$ cat src/rtl/branch_history_unit.sv
// Global-history front end for the branch direction predictor: forms the PHT lookup index, tracks
// speculative/committed GHRs and queues in-flight predictions. Optional counters under BHU_STATS_EN.
module branch_history_unit #(
  parameter int HIST_W = 10,
  parameter int DEPTH  = 4,
  parameter int PC_LSB = 2
) (
  input  logic                     clk,
  input  logic                     rst_n,
  input  logic                     pred_valid,
  input  logic [31:0]              pred_pc,
  input  logic                     pred_taken,
  output logic                     pred_ready,
  output logic [HIST_W-1:0]        pht_addr,
  input  logic                     res_valid,
  input  logic                     res_taken,
  output logic                     upd_valid,
  output logic [HIST_W-1:0]        upd_index,
  output logic                     upd_taken,
  output logic                     mispredict,
  output logic [$clog2(DEPTH):0]   inflight
`ifdef BHU_STATS_EN
  ,
  output logic [31:0]              stat_branches,
  output logic [31:0]              stat_mispred
`endif
);

  localparam int PTR_W = $clog2(DEPTH);
  localparam int CNT_W = PTR_W + 1;

  logic [HIST_W-1:0] spec_ghr_reg;
  logic [HIST_W-1:0] com_ghr_reg;
  logic [PTR_W-1:0]  head_reg;
  logic [PTR_W-1:0]  tail_reg;
  logic [CNT_W-1:0]  count_reg;
  logic [CNT_W-1:0]  count_next;

  logic [HIST_W-1:0] idx_mem [DEPTH];
  logic              pred_mem [DEPTH];

  logic empty;
  logic full;
  logic pop;
  logic push;
  logic flush;
  logic head_pred;

  // Only the index window of the PC and the low HIST_W-1 committed bits feed any logic.
  logic unused_bits;
  assign unused_bits = ^{pred_pc, com_ghr_reg[HIST_W-1]};

  assign empty      = (count_reg == '0);
  assign full       = (count_reg == CNT_W'(DEPTH));
  assign pred_ready = ~full;
  assign inflight   = count_reg;
  assign pht_addr   = pred_pc[PC_LSB+HIST_W-1:PC_LSB] ^ spec_ghr_reg;

  assign head_pred  = pred_mem[head_reg];
  assign pop        = res_valid & ~empty;
  // A wrong head prediction means every younger entry was fetched down the wrong path.
  assign flush      = pop & (head_pred != res_taken);
  assign push       = pred_valid & pred_ready & ~flush;

  always_comb begin
    count_next = count_reg;
    if (flush) begin
      count_next = '0;
    end else if (push && !pop) begin
      count_next = count_reg + 1'b1;
    end else if (pop && !push) begin
      count_next = count_reg - 1'b1;
    end
  end

  always_ff @(posedge clk) begin
    if (push) begin
      idx_mem[tail_reg]  <= pht_addr;
      pred_mem[tail_reg] <= pred_taken;
    end
  end

  always_ff @(posedge clk or negedge rst_n) begin
    if (!rst_n) begin
      spec_ghr_reg <= '0;
      com_ghr_reg  <= '0;
      head_reg     <= '0;
      tail_reg     <= '0;
      count_reg    <= '0;
      upd_valid    <= 1'b0;
      upd_index    <= '0;
      upd_taken    <= 1'b0;
      mispredict   <= 1'b0;
    end else begin
      count_reg  <= count_next;
      upd_valid  <= pop;
      mispredict <= flush;
      if (pop) begin
        upd_index   <= idx_mem[head_reg];
        upd_taken   <= res_taken;
        com_ghr_reg <= {com_ghr_reg[HIST_W-2:0], res_taken};
      end
      if (flush) begin
        head_reg     <= '0;
        tail_reg     <= '0;
        spec_ghr_reg <= {com_ghr_reg[HIST_W-2:0], res_taken};
      end else begin
        if (push) begin
          tail_reg     <= tail_reg + 1'b1;
          spec_ghr_reg <= {spec_ghr_reg[HIST_W-2:0], pred_taken};
        end
        if (pop) begin
          head_reg <= head_reg + 1'b1;
        end
      end
    end
  end

`ifdef BHU_STATS_EN
  always_ff @(posedge clk or negedge rst_n) begin
    if (!rst_n) begin
      stat_branches <= '0;
      stat_mispred  <= '0;
    end else begin
      if (pop && stat_branches != 32'hFFFF_FFFF) begin
        stat_branches <= stat_branches + 32'd1;
      end
      if (flush && stat_mispred != 32'hFFFF_FFFF) begin
        stat_mispred <= stat_mispred + 32'd1;
      end
    end
  end
`endif

endmodule

$ cat config.mk
export PLATFORM = sky130hd
export DESIGN_NAME = branch_history_unit
export DESIGN_NICKNAME = d
export VERILOG_FILES = /design/src/rtl/branch_history_unit.sv
export SDC_FILE = /design/constraint.sdc
export NUM_CORES = 1
export LEC_CHECK = 0
export BUFFER_PORTS_ARGS = -buffer_cell sky130_fd_sc_hd__buf_2
export CAP_MARGIN = 20
export CORE_ASPECT_RATIO = 2
export CORE_UTILIZATION = 40
export DETAILED_ROUTE_END_ITERATION = 8
export GPL_TIMING_DRIVEN = 0
export PLACE_DENSITY = 0.69
export SLEW_MARGIN = 20
export SYNTH_ARGS = -nofsm -noshare
export SYNTH_HDL_FRONTEND = slang
export SYNTH_SLANG_ARGS = --single-unit
$ cat constraint.sdc
create_clock -name clk -period 4.6 [get_ports clk]
set_input_delay 0.92 -clock clk [delete_from_list [all_inputs] [get_ports clk]]
set_output_delay 0.92 -clock clk [all_outputs]
set_load 0.1 [all_outputs]
==> metrics.md <==
| Metric | Value |
|---|---|
| Yosys warns | `0` |
| # hold bufs at CTS | `0` |
| Synthesis-stage register bit count | `82` |
| Routability cong. | `0.783` |
| Area leader, netlist | `edfxtp_1` |
| Avg Inst Size Synth | `13.0 sq um` |
| Setup violators final | `0` |
| CTS tree | `yes` |
| Count leader, synth | `nand2_1` |
| ANT nets after route | `0` |
| Adder-Cell Fraction of Synth Area | `2.02%` |
| Largest family of logic cells by synthesized area | `simple AND/OR/NAND/NOR gates` |
| Post-synthesis mux area share | `7.43%` |
| Initial core utilization | `41.5%` |
| Xor and xnor area share after synthesis | `4.33%` |
| Most common flop cell mapped by yosys | `edfxtp_1` |
| Clock latency at the later pin of the worst-skew pair | `0.34 ns` |
| Crit share post-route | `60.8%` |
| Setup total negative slack | `0 ns` |
| Crit. End Element | `output port` |
| IO Count | `65` |
| Largest net degree at the start of global routing | `39` |
| Initial antenna violation count | `0` |
| Slew @ Worst Pin | `0.923 ns` |
| EDFF count, synth | `44` |
| Hold Violations, Final | `0` |
| Worst setup path class | `primary input to output port` |
| N_diodes | `0` |
| Routed WL per cell | `17.4 microns` |
| Die height | `134 microns` |
| Asr flop ratio synth | `46.3%` |
| Remaining Overflow, GRT | `0` |
| Root Buffer | `clkbuf_16` |
| Via-per-instance ratio | `5.21` |
| Status | `completed` |
| Core Footprint | `8350 sq um` |
| Simple-gate area share of the yosys netlist | `12.6%` |
| Reg clk slew, reported paths | `0.06 ns` |
| Post-synth top cells | `79 x nand2_1, 44 x edfxtp_1, 38 x dfrtp_1` |
| Row count | `47` |
| NumNets Final | `361` |
| Share of layout cells above drive strength 1 | `23.5%` |
| RSZ-0062 raised after global routing | `false` |
| Max cap viols | `0` |
| Hold WC Path Type | `flop to flop` |
| Max reg flops | `40` |
| IO buf count | `41` |
| Die area | `9070 sq um` |
| CTS H-tree depth | `3` |
| Cells on worst reg2reg path | `9` |
| Detailed placement HPWL | `5.17 mm` |
| Min-Delay Path Depth | `2` |
| Vias in the first global route | `2322` |
| Synth area leaders | `edfxtp_1 38%, dfrtp_1 27%, nand2_1 8.5%` |
| Cell count after synthesis | `266` |
| Area growth, synth to finish | `18.0%` |
| Die Span X | `67.8 microns` |
| Max Slew Vio Count | `0` |
| Post-CTS Setup Bufs | `0` |
| Post_cts resized | `0` |
| Top cell type's share of synthesized area | `38.1%` |
| Layout Skew | `0.00527 ns` |
| DRT Pass-1 Iters | `4` |
| Via count | `2193` |
| Sequential-to-total area share from yosys stat | `65.5%` |
| Tmin final | `2.80 ns` |
| Worst path required time | `3.68 ns` |
| FF-to-FF setup slack | `1.89 ns` |
| Max Clk Rate | `358 MHz` |
| All-layer global routing usage | `18.8%` |
| Complex-gate fraction of the synthesized area | `4.80%` |
| Initial DRC count | `127` |
| Residual DRC | `0` |
| Slew headroom | `38.5%` |
| Critical Path AT | `1.88 ns` |
| Filler cells | `767` |
| Clock Tree Buf Depth | `2` |
| Global-route wire length before repair | `11.7 mm` |
| Mapped cell area | `3470 sq um` |
| Startpoint type of the worst setup path | `primary input` |
| Post-Syn Nets | `309` |
| Cts bufs inserted | `9` |
| Critical path fanouts, max | `5` |
| Synth unique cells | `38` |
| Clk sinks | `82` |
| Final wirelength | `7.33 mm` |
placed cells by master, fill, tap and decap left out, types with 4 or more instances in the layout:
master,instances
mux4_2,11
edfxtp_1,44
and3_1,5
nor3_1,9
clkbuf_16,9
xor2_1,11
a31oi_1,11
inv_1,6
dfrtp_1,38
clkbuf_1,8
buf_2,43
o21ai_0,5
nand2_1,79
ha_1,4
worst paths after layout:
path,start,end
worst max register to register,inflight[1],inflight[1]
worst min-delay path,upd_index[9],upd_index[9]
max in group asynchronous,rst_n,com_ghr_reg[6]
worst min register to register,upd_index[9],upd_index[9]
min in group asynchronous,rst_n,upd_index[0]
worst max-delay path,pred_pc[8],pht_addr[6]
cells by family (layout without fill, tap and decap cells):
group | count (synthesis) | count (layout)
and+or+nand+nor | 103 | 103
DFF | 82 | 82
AOI/OAI and AO/OA | 25 | 25
buffers and inverters | 24 | 81
xor gates and xnor gates | 15 | 15
muxes | 12 | 12
adders and majority gates | 5 | 5
layer usage:
| layer | global-route usage (%) | wire (microns) | vias to the layer above |
|---|---|---|---|
| met3 | 4.62 | 301 | 21 |
| met5 | 0 | 0 | - |
| met4 | 10.9 | 242 | 0 |
| met2 | 32.9 | 4260 | 58 |
| li1 | - | - | 1043 |
| met1 | 19.3 | 2530 | 1071 |
final cells by class:
cell class	count	area, sq um	area share [%]
Clock inverter	6	56.3	1.38
Buffer	16	81.3	1.99
Timing Repair Buffer	41	205	5.02
Clock buffer	10	239	5.84
Multi-Input combinational cell	160	1080	26.5
Sequential cell	82	2270	55.5
Inverter	8	32.5	0.795
Tap cell	98	123	3.00
through the flow:
stage / setup slack (ns) / instances / cell area, sq um / hold slack (ns) / util (%)
6_report: 1.80 / 421 / 4090 / 0.465 / 49.0
2_1_floorplan: 0.988 / 266 / 3470 / 0.447 / -
3_5_place_dp: 1.61 / 405 / 3800 / 0.457 / 45.5
3_3_place_gp: 1.60 / 405 / 3800 / 0.452 / 45.5
4_1_cts: 1.78 / 421 / 4090 / 0.471 / 49.0
5_1_grt: 1.59 / 421 / 4090 / 0.495 / 49.0
critical path, cell delays in order:
cell	delay [ns]
buf_2	0.10
xor2_1	0.33
buf_2	0.51
Power is not shown: default switching activity piles up to over one toggle a cycle in this logic, so the estimate is an artifact.
